## config.mk

```make
export PLATFORM = sky130hd
export DESIGN_NAME = otter_hazard_ctrl
export DESIGN_NICKNAME = d
export VERILOG_FILES = /design/src/rtl/otter_pipe_pkg.sv /design/src/rtl/otter_fwd_match.sv /design/src/rtl/otter_hazard_ctrl.sv
export SDC_FILE = /design/constraint.sdc
export NUM_CORES = 1
export LEC_CHECK = 0
export ABC_AREA = 1
export CAP_MARGIN = 20
export CORE_AREA = 4 4 61 63
export DETAILED_ROUTE_END_ITERATION = 8
export DIE_AREA = 0 0 65 67
export PLACE_DENSITY = 0.81
export SETUP_SLACK_MARGIN = 0.5
export SLEW_MARGIN = 20
export SYNTH_ARGS = -nofsm -noshare
export SYNTH_HDL_FRONTEND = slang
export SYNTH_SLANG_ARGS = --single-unit
export TNS_END_PERCENT = 100
```

## constraint.sdc

```tcl
create_clock -name CLK -period 2.3 [get_ports CLK]
set_input_delay 0.46 -clock CLK [delete_from_list [all_inputs] [get_ports CLK]]
set_output_delay 0.46 -clock CLK [all_outputs]
set_load 0.01 [all_outputs]
```

## src/rtl/otter_pipe_pkg.sv

```systemverilog
// Shared types and constants for the OTTER pipeline control logic.
package otter_pipe_pkg;

  typedef enum logic [6:0] {
    OpLui    = 7'b0110111,
    OpAuipc  = 7'b0010111,
    OpJal    = 7'b1101111,
    OpJalr   = 7'b1100111,
    OpBranch = 7'b1100011,
    OpLoad   = 7'b0000011,
    OpStore  = 7'b0100011,
    OpImm    = 7'b0010011,
    OpReg    = 7'b0110011,
    OpSys    = 7'b1110011
  } opcode_t;

  // Widest register address a scoreboard entry can hold; narrower ADDR_W is zero-extended.
  localparam int unsigned RF_ADDR_MAX_W = 8;

  localparam int unsigned FWD_REGFILE = 0;
  localparam int unsigned STG_EX      = 1;
  localparam int unsigned STG_MEM     = 2;

  typedef struct packed {
    logic                     valid;
    logic [RF_ADDR_MAX_W-1:0] rd;
    logic                     reg_write;
    logic                     is_load;
  } hazard_entry_t;

  // An entry whose result someone downstream may need (x0 writes are discarded).
  function automatic logic is_producer(input hazard_entry_t e);
    return e.valid & e.reg_write & (e.rd != '0);
  endfunction

  function automatic logic [31:0] sat_inc(input logic [31:0] v, input logic en);
    if (en && (v != 32'hFFFF_FFFF)) begin
      return v + 32'd1;
    end
    return v;
  endfunction

endpackage

```

## src/rtl/otter_fwd_match.sv

```systemverilog
// Youngest-first producer search for one source operand.
// Entry k (0-based) is scoreboard stage k+1; once the consumer enters EX that
// producer sits one stage further on, hence the select value k+2.
module otter_fwd_match
  import otter_pipe_pkg::*;
#(
  parameter int unsigned NumSearch = 2,
  parameter int unsigned FwdW      = 2
) (
  input  logic                           src_used_i,
  input  logic [RF_ADDR_MAX_W-1:0]       src_addr_i,
  input  hazard_entry_t [NumSearch-1:0]  entries_i,
  output logic [FwdW-1:0]                sel_o
);

  logic unused_is_load;

  // Walk oldest to youngest so the youngest match is written last and wins.
  always_comb begin
    sel_o = FwdW'(FWD_REGFILE);
    for (int k = NumSearch - 1; k >= 0; k--) begin
      if (src_used_i && is_producer(entries_i[k]) && (entries_i[k].rd == src_addr_i)) begin
        sel_o = FwdW'(k + 2);
      end
    end
  end

  // Load flags are irrelevant to forwarding.
  always_comb begin
    unused_is_load = 1'b0;
    for (int k = 0; k < NumSearch; k++) begin
      unused_is_load = unused_is_load ^ entries_i[k].is_load;
    end
  end

endmodule

```

## src/rtl/otter_hazard_ctrl.sv

```systemverilog
// Hazard and forwarding controller for the pipelined OTTER core.
// Tracks in-flight instructions behind decode and produces stall, flush,
// bubble and registered forwarding selects.
// Optional macro HAZARD_PERF_EN adds saturating 32-bit performance counters.
module otter_hazard_ctrl
  import otter_pipe_pkg::*;
#(
  parameter int unsigned NUM_STAGES = 3,
  parameter int unsigned ADDR_W     = 5,
  parameter int unsigned FWD_W      = $clog2(NUM_STAGES + 1)
) (
  input  logic                  CLK,
  input  logic                  RESET_N,
  input  logic                  de_valid,
  input  logic [ADDR_W-1:0]     de_rs1_addr,
  input  logic [ADDR_W-1:0]     de_rs2_addr,
  input  logic                  de_rs1_used,
  input  logic                  de_rs2_used,
  input  logic [ADDR_W-1:0]     de_rd_addr,
  input  logic                  de_reg_write,
  input  logic                  de_mem_read,
  input  logic                  br_taken,
  input  logic                  mem_ready,
  output logic                  stall_if,
  output logic                  stall_de,
  output logic                  flush_de,
  output logic                  bubble_ex,
  output logic [FWD_W-1:0]      fwd_rs1_sel,
  output logic [FWD_W-1:0]      fwd_rs2_sel,
  output logic [NUM_STAGES-1:0] pipe_valid
`ifdef HAZARD_PERF_EN
  ,
  output logic [31:0]           perf_stall_cycles,
  output logic [31:0]           perf_flushes,
  output logic [31:0]           perf_mem_wait
`endif
);

  hazard_entry_t [NUM_STAGES-1:0] entry_q, entry_d;
  hazard_entry_t                  de_entry;
  logic [FWD_W-1:0]               fwd_rs1_q, fwd_rs1_d, fwd_rs2_q, fwd_rs2_d;
  logic [FWD_W-1:0]               match_rs1, match_rs2;
  logic [RF_ADDR_MAX_W-1:0]       rs1_ext, rs2_ext;
  logic                           mem_wait, flush, load_use, rs1_hit, rs2_hit;
  logic                           unused_wb_fields;

  assign rs1_ext = RF_ADDR_MAX_W'(de_rs1_addr);
  assign rs2_ext = RF_ADDR_MAX_W'(de_rs2_addr);

  // The WB entry only contributes its valid bit; the regfile covers its data.
  assign unused_wb_fields = ^{entry_q[NUM_STAGES-1].rd, entry_q[NUM_STAGES-1].reg_write,
                              entry_q[NUM_STAGES-1].is_load};

  // Hazard detection in priority order: mem_wait > flush > load_use.
  always_comb begin
    mem_wait = entry_q[STG_MEM-1].valid & entry_q[STG_MEM-1].is_load & ~mem_ready;
    flush    = br_taken & entry_q[STG_EX-1].valid & ~mem_wait;
    rs1_hit  = de_rs1_used & (rs1_ext == entry_q[STG_EX-1].rd);
    rs2_hit  = de_rs2_used & (rs2_ext == entry_q[STG_EX-1].rd);
    load_use = de_valid & is_producer(entry_q[STG_EX-1]) & entry_q[STG_EX-1].is_load &
               (rs1_hit | rs2_hit) & ~mem_wait & ~flush;
  end

  // Pipeline control outputs.
  always_comb begin
    stall_if    = mem_wait | load_use;
    stall_de    = mem_wait | load_use;
    flush_de    = flush;
    bubble_ex   = flush | load_use;
    fwd_rs1_sel = fwd_rs1_q;
    fwd_rs2_sel = fwd_rs2_q;
    for (int k = 0; k < NUM_STAGES; k++) begin
      pipe_valid[k] = entry_q[k].valid;
    end
  end

  otter_fwd_match #(
    .NumSearch (NUM_STAGES - 1),
    .FwdW      (FWD_W)
  ) u_fwd_rs1 (
    .src_used_i (de_valid & de_rs1_used),
    .src_addr_i (rs1_ext),
    .entries_i  (entry_q[NUM_STAGES-2:0]),
    .sel_o      (match_rs1)
  );

  otter_fwd_match #(
    .NumSearch (NUM_STAGES - 1),
    .FwdW      (FWD_W)
  ) u_fwd_rs2 (
    .src_used_i (de_valid & de_rs2_used),
    .src_addr_i (rs2_ext),
    .entries_i  (entry_q[NUM_STAGES-2:0]),
    .sel_o      (match_rs2)
  );

  // Scoreboard and forwarding-select next state.
  always_comb begin
    de_entry.valid     = de_valid;
    de_entry.rd        = RF_ADDR_MAX_W'(de_rd_addr);
    de_entry.reg_write = de_valid & de_reg_write;
    de_entry.is_load   = de_valid & de_mem_read;

    entry_d   = entry_q;
    fwd_rs1_d = fwd_rs1_q;
    fwd_rs2_d = fwd_rs2_q;
    if (!mem_wait) begin
      for (int k = NUM_STAGES - 1; k > 0; k--) begin
        entry_d[k] = entry_q[k-1];
      end
      if (flush || load_use) begin
        // EX receives a NOP, which needs no operands.
        entry_d[0] = '0;
        fwd_rs1_d  = FWD_W'(FWD_REGFILE);
        fwd_rs2_d  = FWD_W'(FWD_REGFILE);
      end else begin
        entry_d[0] = de_entry;
        fwd_rs1_d  = match_rs1;
        fwd_rs2_d  = match_rs2;
      end
    end
  end

  // State registers.
  always_ff @(posedge CLK or negedge RESET_N) begin
    if (!RESET_N) begin
      entry_q   <= '0;
      fwd_rs1_q <= '0;
      fwd_rs2_q <= '0;
    end else begin
      entry_q   <= entry_d;
      fwd_rs1_q <= fwd_rs1_d;
      fwd_rs2_q <= fwd_rs2_d;
    end
  end

`ifdef HAZARD_PERF_EN
  logic [31:0] stall_cnt_q, stall_cnt_d, flush_cnt_q, flush_cnt_d, wait_cnt_q, wait_cnt_d;

  // Saturating event counters.
  always_comb begin
    stall_cnt_d       = sat_inc(stall_cnt_q, stall_if);
    flush_cnt_d       = sat_inc(flush_cnt_q, flush);
    wait_cnt_d        = sat_inc(wait_cnt_q, mem_wait);
    perf_stall_cycles = stall_cnt_q;
    perf_flushes      = flush_cnt_q;
    perf_mem_wait     = wait_cnt_q;
  end

  // Counter registers.
  always_ff @(posedge CLK or negedge RESET_N) begin
    if (!RESET_N) begin
      stall_cnt_q <= '0;
      flush_cnt_q <= '0;
      wait_cnt_q  <= '0;
    end else begin
      stall_cnt_q <= stall_cnt_d;
      flush_cnt_q <= flush_cnt_d;
      wait_cnt_q  <= wait_cnt_d;
    end
  end
`endif

endmodule

```

**Word-level counts from Yosys, hierarchy flattened**

Cells that the tools add are included.

- Logic and storage cells: 60
- Bits in writable memories: 0
- Latch bits: 0
- Flip-flop bits (word level): 27
- Output and inout port bits: 11
- Bits in read-only memories: 0
- Memories kept: 0

- Multipliers: 0
- Eq/ne operators: 6
- Reduce and logical (&&, ||, !) cells: 11
- Add/subtract/negate cells: 0
- Div/mod/pow operators: 0
- Bitwise gates (word level): 25
- Shift operators: 0
- Order comparisons: 0
- Muxes and demuxes: 7

Operators by type and width:

| kind | number |
|---|---|
| $eq A8 B5 Y1 | 4 |
| $and A1 B1 Y1 | 19 |
| $eq A5 B8 Y1 | 2 |
| $reduce_bool A8 Y1 | 2 |
| $mux W2 | 6 |
| $mux W11 | 1 |
| $logic_and A1 B1 Y1 | 8 |
| $not A1 Y1 | 3 |
| $or A1 B1 Y1 | 3 |
| $logic_or A1 B1 Y1 | 1 |

**Logic depth before layout (Yosys ltp)**

Gate-level depths: netlist (run 1).

- Word-level depth: 9
- Depth in mapped cells: 11
- Gate-level depth less buffers: 11

**Cells and area by module**

From an unflattened synthesis (run 1), not the netlist that was laid out.

- Cells, all modules: 272
- Area total of the unflattened synthesis: 1755.4 um2

By module, submodules not included:

| module | cells an instance | area an instance (um2) | times used |
|---|---|---|---|
| otter_hazard_ctrl | 158 | 1159.9 | 1 |
| otter_fwd_match | 57 | 297.8 | 2 |

**Least setup slack after synthesis (run 1)**

Ideal clock, no wire load.

- Path kind: input-to-output
- Start point: input port de_valid
- End point: output port stall_if
- Arrival time: 1.352 ns
- Path buffers: 1
- Setup slack: 0.488 ns
- Stages on the path: 7
- Cell sequence: inv_1 -> nor2_2 -> nand2_2 -> nor3_4 -> nand2_4 -> a21oi_2 -> buf_4

- Longest elaborated chain between the ends: 6

RTL lines:

| item | line | text |
|---|---|---|
| start: declaration | otter_hazard_ctrl.sv:14 | `input logic de_valid,` |
| $and A1 B1 Y1 (3 in series) | otter_hazard_ctrl.sv:60 | `load_use = de_valid & is_producer(entry_q[STG_EX-1]) & entry_q[STG_EX-1].is_load &` |
| $and A1 B1 Y1 (2 in series) | otter_hazard_ctrl.sv:61 | `(rs1_hit \| rs2_hit) & ~mem_wait & ~flush;` |
| $or A1 B1 Y1 | -- |  |
| end: declaration | otter_hazard_ctrl.sv:24 | `output logic stall_if,` |

Every way passes these cells.

**Worst setup path after layout (run 1)**

- Start point: register entry_q[6] (netlist name)
- End point: output port bubble_ex

- Longest elaborated chain between the ends: 8
- Elaborated cells on any way between the ends: 13

RTL lines:

| item | line | text |
|---|---|---|
| start: declaration | otter_hazard_ctrl.sv:39 | `hazard_entry_t [NUM_STAGES-1:0] entry_q, entry_d;` |
| start signal: assignment | otter_hazard_ctrl.sv:131 | `entry_q <= entry_d;` |
| $reduce_bool A8 Y1 | otter_pipe_pkg.sv:33 | `return e.valid & e.reg_write & (e.rd != '0);` |
| $and A1 B1 Y1 | otter_pipe_pkg.sv:33 |  |
| $and A1 B1 Y1 (2 in series) | otter_hazard_ctrl.sv:60 |  |
| $and A1 B1 Y1 (*) | otter_hazard_ctrl.sv:60 |  |
| $and A1 B1 Y1 (*) (2 in series) | otter_hazard_ctrl.sv:61 |  |
| $or A1 B1 Y1 (*) | otter_hazard_ctrl.sv:69 | `bubble_ex = flush \| load_use;` |
| end: declaration | otter_hazard_ctrl.sv:27 | `output logic bubble_ex,` |

Every way passes the cells marked *; elsewhere a longest branch is shown, timed or not.

==> out/metrics.csv, run 1 <==
metric;value;unit
finalCritPeriodShare;89.8;%
num_antenna_cells;0;
fillers;315;
tns;0;ns
cp.depth;10;
p_int;620;µW
avgViaCountPerCell;4.69;
powerDensity;443;nW/µm²
rsz0062_at_grt;yes;
end_kind;output port;
dpl.hpwl;2760;µm
die_w;65;µm
hold_path_class;input port to async pin;
required;1.84;ns
die_height;67;µm
drv_cap;0;
pwr-share-seq;46.9;%
syn_area;1470;µm²
firstDrtPassIters;4;
grt_pass1_wl;6130;µm
clock_path_buffers;2;
final_layout_size_suffix_gt1_share;26.2;%
synth_nets;243;
leakage;0.00118;µW
slowest_stage;dfrtp_1;
p_sw;308;µW
drc;0;
netSwitchingFraction;33.2;%
cts_max_level;1;
relSlewSlack;82.3;%
crit_buf_inv;3;
crit_fanout;4;
setup_viol;0;
clock_skew;0.00101;ns
nets;304;
gr-usage-met3;2.36;%
grt_use_met1;23.4;%
synth_cell_type_count;27;
initial_utilization;45.5;%
vias;1524;
combPwrFrac;33.4;%
met2_usage;30.8;%
critPathMaxStageDelay;0.43;ns
worstSkewPairLatency;0.31;ns
wl_per_cell;11.1;µm
syn_avg_cell_area;6.71;µm²
drtIter0Drc;66;
cts_tree;built;
cp_common_cell;nand2_1;
antenna_found_initial;0;
fin_cells;325;
gp_congestion;0.946;
cp_data_arrival_time;1.61;ns
fin_crit;2.07;ns
outcome;finished, final reports clean;
ios;35;
grt_pass1_vias;1421;
peakVddDrop;0.000274;V
synth-seq-cells;21;
hold_viol;0;
fp-row-count;21;
clkTransAtPathRegs;0.12;ns
cpLargestDelayFamily;simple AND/OR/NAND/NOR gates;
clk_root_buffer_cell;clkbuf_4;
drv_slew;0;
area_growth;42.8;%
seq_area_frac_synth;35.8;%
grt_overflow;0;
finalCoreUtilization;64.9;%
pwr-share-clk;19.7;%
cts_buffers;3;
worst-slew-pin-transition;0.266;ns
ff2ff_path_depth;11;
cp_cell_sequence;inv_2 -> nand2_1 -> nand2_1 -> nor2_2 -> nand3_2 -> nand2_2 -> nand2_4 -> buf_12 -> nand2_8 -> buf_6;
synthCells;219;
dieArea;4360;µm²
finalWirelength;3610;µm
yosys_warnings;0;
design.core.area;3230;µm²
path_class;flop to output port;
gr-max-usage-layer;met2;
grt_max_degree;22;
place_inst;315;
drtAntennaViolNets;0;
max_freq;484;MHz
worstSetupStartpointType;flop;
numClockSinks;21;
port_buffers;34;
grt_usage;18.0;%
[state kept, by name, indices dropped and copies added (netlist names)]
register and flops:
entry_q 14, pipe_valid 3, fwd_rs1_sel 2, fwd_rs2_sel 2
[area by class of cell]
| cell class | count | area, µm² | area share [%] |
|---|---|---|---|
| clock buffers | 4 | 26.3 | 1.25 |
| repair buffers | 63 | 566 | 27.0 |
| inverters | 29 | 114 | 5.43 |
| multi-input cells | 162 | 805 | 38.4 |
| flip-flops and latches | 21 | 529 | 25.2 |
| well taps | 46 | 57.6 | 2.74 |
[metal layers]
metal | up-vias | share of wire, %
li1 | 789 | -
met2 | 43 | 48
met5 | - | 0
met4 | 0 | 1.7
met1 | 685 | 45
met3 | 7 | 5.4
[stage by stage]
stage,hold slack [ns],total power (µW),area (µm²),setup slack (ns)
floorplan,0.164,604,1480,0.527
detailed placement,0.467,744,2010,-0.477
global placement,0.460,738,2010,-0.427
CTS,0.475,926,2070,0.186
finish,0.472,928,2100,0.234
global route,0.499,987,2100,0.105
[path summary, 6_finish.rpt]
kind                           startpoint        endpoint  slack [ns]
max reg2reg                    entry_q[6]      entry_q[1]        0.78
max                            entry_q[6]       bubble_ex        0.23
max in group asynchronous         RESET_N      entry_q[3]        1.60
min reg2reg                fwd_rs1_sel[1]  fwd_rs1_sel[1]        0.49
min                               RESET_N   pipe_valid[2]        0.47
min in group CLK           fwd_rs1_sel[1]  fwd_rs1_sel[1]        0.49
[synth_stat cells, drive strengths merged]
cell type  count  area [µm²]
nand2        103         418
o21bai         1        7.51
nor2          20         104
xor2           1        8.76
inv           29         114
nand3         15        92.6
or2            3        18.8
buf            7        45.0
dfrtp         21         526
nor3           3        26.3
nand4          2        12.5
a21oi          4        27.5
o21ai         10        68.8
[kinds of logic (layout without fill, tap and decap cells)]
logic type	Yosys count	count (layout)	share of synthesized area [%]
compound gates	15	15	7.07
xor+xnor	1	1	0.596
buf+inv	36	96	10.8
flops	21	21	35.8
simple gates	146	146	45.7
[placed cells by master (no fill, tap or decap), types with 2 or more instances in the layout]
cell type        instances
clkbuf_4                 3
buf_4                   27
o21ai_0                  5
nand4_1                  2
dfrtp_1                 18
nor2_2                   4
inv_4                    2
nor2_1                  14
nand3_1                 13
a21oi_1                  2
dlygate4sd2_1           15
inv_1                   22
o21ai_2                  5
or2_2                    3
dfrtp_2                  3
buf_12                   2
nand2_1                 95
inv_2                    5
nor3_1                   2
buf_6                    3
clkdlybuf4s50_1         14
nand2_2                  6
[power groups by stage]
| stage | sequential, µW | combinational, µW | clock (µW) |
|---|---|---|---|
| after detailed placement | 441 | 303 | 0 |
| final | 435 | 310 | 183 |
| after global routing | 442 | 347 | 198 |
| after CTS | 434 | 304 | 188 |
| after floorplan | 436 | 168 | 0 |
| after global placement | 440 | 298 | 0 |
[worst reg2reg max path, cell delays in order, from the launching register on]
cell and delay, ns:
dfrtp_1 0.43, inv_2 0.08, nand2_1 0.06, nand2_1 0.07
nor2_2 0.13, nand3_2 0.08, nand2_2 0.09, nand2_4 0.07
buf_12 0.14, buf_4 0.14, nand4_1 0.07, nand2_1 0.05
[timing repair]
action / CTS / global route
pin swaps: 10 / 5
endpoints found under the setup margin: 5 / 5
setup buffers: 4 / 2
hold buffers: 0 / 0
resized for setup: 40 / 7
endpoints found under the hold margin: 0 / 0
(Power assumes the default switching activity.)
==> run 2: changes to the inputs <==
- CORE_AREA: 4 4 61 63 -> 2 2 59 61
- DIE_AREA: 0 0 65 67 -> 0 0 61 63
==> run 2 against run 1 <==
Clock power fell by 3%; power hardly changed; clock skew up 0.0039 ns; global-route usage is 2.0 points higher; maximum frequency down 1.3%; final area grew 0.90%; combinational power is essentially flat; wire length shrank 6.4%; first-iteration DRC count increased by 24%; critical path depth did not move; worst setup slack got worse by 0.028 ns.
==> out/metrics.csv, run 2 (same netlist as run 1, synthesis figures left out) <==
metric;value;unit;change
num_antenna_cells;0;;unchanged
final_layout_size_suffix_gt1_share;27.4;%;was 26.2%
fin_crit;2.09;ns;was 2.07 ns
antenna_found_initial;0;;unchanged
fin_cells;327;;was 325
final_cell_mix;nand2_1, buf_4, inv_1, dfrtp_1, dlygate4sd2_1;;unchanged
max_freq;477;MHz;was 484 MHz
cts_max_level;1;;unchanged
area_growth;44.0;%;was 42.8%
clock_path_buffers;2;;unchanged
die_w;61;µm;was 65 µm
largest_register_ffs;14;;unchanged
layout_commonest_cell;nand2_1;;unchanged
fin_hold_ws;0.485;ns;was 0.472 ns
rsz0062_at_grt;yes;;unchanged
drc;0;;unchanged
drv_cap;0;;unchanged
crit_fanout;4;;unchanged
grt_usage;20.0;%;was 18.0%
required;1.84;ns;about the same
finalCritPeriodShare;91.1;%;was 89.8%
peakVddDrop;0.000240;V;was 0.000274 V
finalWirelength;3370;µm;was 3610 µm
avgViaCountPerCell;4.58;;was 4.69
worstSkewPairLatency;0.30;ns;was 0.31 ns
grt_pass1_wl;5980;µm;was 6130 µm
gp_congestion;0.904;;was 0.946
leakage;0.00119;µW;was 0.00118 µW
drtAntennaViolNets;0;;unchanged
nets;306;;was 304
relSlewSlack;82.2;%;was 82.3%
cts_tree;built;;unchanged
die_height;63;µm;was 67 µm
grt_pass1_vias;1438;;was 1421
dpl.hpwl;2640;µm;was 2760 µm
cts_hold_buf;0;;unchanged
setup_viol;0;;unchanged
cts_buffers;3;;unchanged
worstSetupStartpointType;flop;;unchanged
firstDrtPassIters;4;;unchanged
hold_viol;0;;unchanged
design.core.area;3230;µm²;unchanged
place_inst;315;;unchanged
path_class;flop to output port;;unchanged
grt_max_degree;22;;unchanged
clkTransAtPathRegs;0.12;ns;about the same
end_kind;output port;;unchanged
clock_skew;0.00489;ns;was 0.00101 ns
fp-row-count;21;;unchanged
numClockSinks;21;;unchanged
dieArea;3840;µm²;was 4360 µm²
outcome;finished, final reports clean;;unchanged
drv_slew;0;;unchanged
vias;1499;;was 1524
top_register;entry_q;;unchanged
grt_overflow;0;;unchanged
powerDensity;439;nW/µm²;was 443 nW/µm²
finalCoreUtilization;65.5;%;was 64.9%
drtIter0Drc;82;;was 66
clk_root_buffer_cell;clkbuf_4;;unchanged
worst-slew-pin-transition;0.267;ns;was 0.266 ns
initial_utilization;45.5;%;unchanged
hold_path_class;input port to async pin;;unchanged
wl_per_cell;10.3;µm;was 11.1 µm
port_buffers;34;;unchanged
cp_data_arrival_time;1.63;ns;was 1.61 ns
ios;35;;unchanged
[run 2: cell count changes in the layout (fill, tap and decap cells not counted)]
cell             before  now
buf_4                27   29
nand2_1              95   93
nand2_2               6    8
clkdlybuf4s50_1      14   13
dlygate4sd2_1        15   16
[run 2: layout make-up]
cell class / instances / area, µm²
flip-flops and latches: 21 / 529
repair buffers: 65 / 579
inverters: 29 / 114
fillers: 307 / 1120
multi-input cells: 162 / 810
clock buffers: 4 / 26.3
well taps: 46 / 57.6
[run 2: critical path: stages (launching register included)]
cell and delay (ns):
dfrtp_1 0.44, inv_2 0.08, nand2_1 0.06, nand2_1 0.05, nor2_1 0.13, nand3_2 0.09
nand2_2 0.10, nand2_4 0.09, buf_12 0.15, nand2_8 0.04, buf_6 0.09
[run 2: where the power goes]
group / internal, µW / total (µW) / switching (µW)
clock: 67.6 / 178 / 110
sequential: 404 / 437 / 33.2
combinational: 152 / 313 / 161
total: 623 / 928 / 304
[run 2: what timing repair did]
| action | 4_1_cts | 5_1_grt |
|---|---|---|
| endpoints found under the setup margin | 5 | 5 |
| hold endpoints to repair | 0 | 0 |
| pin swaps | 11 | 9 |
| resized for setup | 36 | 14 |
| setup buffers | 5 | 3 |
| gates cloned | 0 | 0 |
[run 2: metal layers]
layer	vias up	part of all wire [%]	track usage, %
li1	791	-	-
met1	660	45	28.0
met2	44	49	31.7
met3	4	4.5	2.69
met4	0	1.0	5.43
met5	-	0	0
[run 2: final timing paths]
| check | start | to | slack, ns | cells after the start |
|---|---|---|---|---|
| setup / recovery | entry_q[6] | bubble_ex | 0.21 | 10 |
| hold / removal | RESET_N | entry_q[16] | 0.49 | 2 |
| setup reg to reg | entry_q[6] | entry_q[6] | 0.76 | 11 |
| hold reg to reg | fwd_rs1_sel[0] | fwd_rs1_sel[0] | 0.49 | 2 |
| max in group asynchronous | RESET_N | entry_q[3] | 1.59 | 2 |
| min in group CLK | fwd_rs1_sel[0] | fwd_rs1_sel[0] | 0.49 | 2 |
[run 2: metrics by stage]
| step | worst slack (ns) | TNS, ns | power, µW | instance area, µm² |
|---|---|---|---|---|
| global placement | -0.432 | -1.26 | 736 | 2010 |
| detailed placement | -0.430 | -1.27 | 742 | 2010 |
| finish | 0.205 | 0 | 928 | 2120 |
| CTS | 0.179 | 0 | 922 | 2060 |
| global route | 0.105 | 0 | 996 | 2120 |
| floorplan | 0.527 | 0 | 604 | 1480 |
==> run 3: changes to the inputs <==
- SKIP_CTS_REPAIR_TIMING: not set -> 1
==> run 3 against run 2 <==
Die area unchanged; combinational power down 1%; maximum frequency about the same; cell count down 0.61%; sequential power about the same; clock power about the same; worst setup slack worse by 0.00099 ns; core utilization up 1.4 points; sequential share of layout area down 0.52 points; non-clock buffer count down 2; first-iteration DRC count down 3.7%; critical endpoint is now stall_if.
==> out/metrics.csv, run 3 (same netlist as run 1, synthesis figures left out) <==
metric;value;unit;change
outcome;finished, final reports clean;;unchanged
dpl.hpwl;2640;µm;unchanged
grt_overflow;0;;unchanged
initial_utilization;45.5;%;unchanged
finalPower;924;µW;was 928 µW
numClockSinks;21;;unchanged
peakVddDrop;0.000245;V;was 0.000240 V
final_cell_mix;nand2_1, buf_4, inv_1, dfrtp_1, dlymetal6s2s_1;;was nand2_1, buf_4, inv_1, dfrtp_1, dlygate4sd2_1
wl_per_cell;10.6;µm;was 10.3 µm
finalWirelength;3450;µm;was 3370 µm
worst-slew-pin-transition;0.269;ns;was 0.267 ns
grt_pass1_wl;5910;µm;was 5980 µm
place_inst;315;;unchanged
clk_root_buffer_cell;clkbuf_4;;unchanged
nets;304;;was 306
port_buffers;34;;unchanged
gp_congestion;0.904;;unchanged
path_class;flop to output port;;unchanged
drtIter0Drc;79;;was 82
fin_cells;325;;was 327
tns;0;ns;unchanged
num_antenna_cells;0;;unchanged
worstSetupStartpointType;flop;;unchanged
reg2reg_slack;0.64;ns;was 0.76 ns
worstSkewPairLatency;0.30;ns;about the same
avgViaCountPerCell;4.53;;was 4.58
drtAntennaViolNets;0;;unchanged
rsz0062_at_grt;yes;;unchanged
hold_path_class;input port to async pin;;unchanged
relSlewSlack;82.1;%;was 82.2%
layout_commonest_cell;nand2_1;;unchanged
final_layout_size_suffix_gt1_share;26.9;%;was 27.4%
drc;0;;unchanged
die_w;61;µm;unchanged
clock_path_buffers;2;;unchanged
grt_max_degree;22;;unchanged
antenna_found_initial;0;;unchanged
top_register;entry_q;;unchanged
dieArea;3840;µm²;unchanged
setup_viol;0;;unchanged
cts_buffers;3;;unchanged
crit_fanout;4;;unchanged
cts_tree;built;;unchanged
firstDrtPassIters;4;;unchanged
drv_cap;0;;unchanged
largest_register_ffs;14;;unchanged
clock_skew;0.00529;ns;was 0.00489 ns
design.core.area;3230;µm²;unchanged
drv_slew;0;;unchanged
clkTransAtPathRegs;0.12;ns;about the same
die_height;63;µm;unchanged
fin_crit;2.10;ns;was 2.09 ns
leakage;0.00130;µW;was 0.00119 µW
cts_max_level;1;;unchanged
finalCritPeriodShare;91.1;%;about the same
area_growth;47.1;%;was 44.0%
end_kind;output port;;unchanged
vias;1472;;was 1499
cp_data_arrival_time;1.64;ns;was 1.63 ns
max_freq;477;MHz;about the same
finalWorstSetupSlack;0.204;ns;was 0.205 ns
required;1.84;ns;about the same
dpl_worst_slack;-0.430;ns;unchanged
hold_viol;0;;unchanged
ios;35;;unchanged
powerDensity;427;nW/µm²;was 439 nW/µm²
grt_pass1_vias;1421;;was 1438
grt_usage;19.7;%;was 20.0%
fin_hold_ws;0.486;ns;was 0.485 ns
fp-row-count;21;;unchanged
[run 3: per-layer routing]
layer  global-route usage, %  share of wire [%]  vias up
li1                        -                  -      784
met1                    27.2                 45      645
met2                    31.9                 50       39
met3                    2.69                4.1        4
met4                    5.43               0.99        0
met5                       0                  0        -
[run 3: worst paths after layout]
check	start	end	depth (start not counted)
worst min-delay path	RESET_N	entry_q[16]	2
worst max-delay path	entry_q[6]	stall_if	9
worst max register to register	entry_q[6]	entry_q[1]	12
worst min register to register	fwd_rs1_sel[1]	fwd_rs1_sel[1]	2
max in group asynchronous	RESET_N	entry_q[2]	2
min in group CLK	fwd_rs1_sel[1]	fwd_rs1_sel[1]	2
[run 3: cell type report]
class                   count  area (µm²)
inverters                  29         114
flip-flops and latches     21         529
multi-input cells         162         812
fillers                   299        1070
well taps                  46        57.6
repair buffers             63         622
clock buffers               4        26.3
[run 3: worst max-delay path, stage by stage, from the launching register on]
cell and delay, ns:
dfrtp_1 0.44, inv_2 0.08, nand2_1 0.06, nand2_1 0.05, nor2_1 0.12, nand3_2 0.10, nand2_2 0.10, nand2_4 0.08
a21oi_4 0.18, buf_6 0.12
[run 3: through the flow]
stage	util (%)	area, µm²
2_1_floorplan	-	1480
5_1_grt	66.9	2160
4_1_cts	63.1	2040
6_report	66.9	2160
3_5_place_dp	62.3	2010
3_3_place_gp	62.3	2010
[run 3: where the power goes]
part,internal (µW),total (µW),switching (µW)
Combinational,151,309,159
Clock,67.6,178,110
Sequential,404,436,32.8
Total,622,924,302
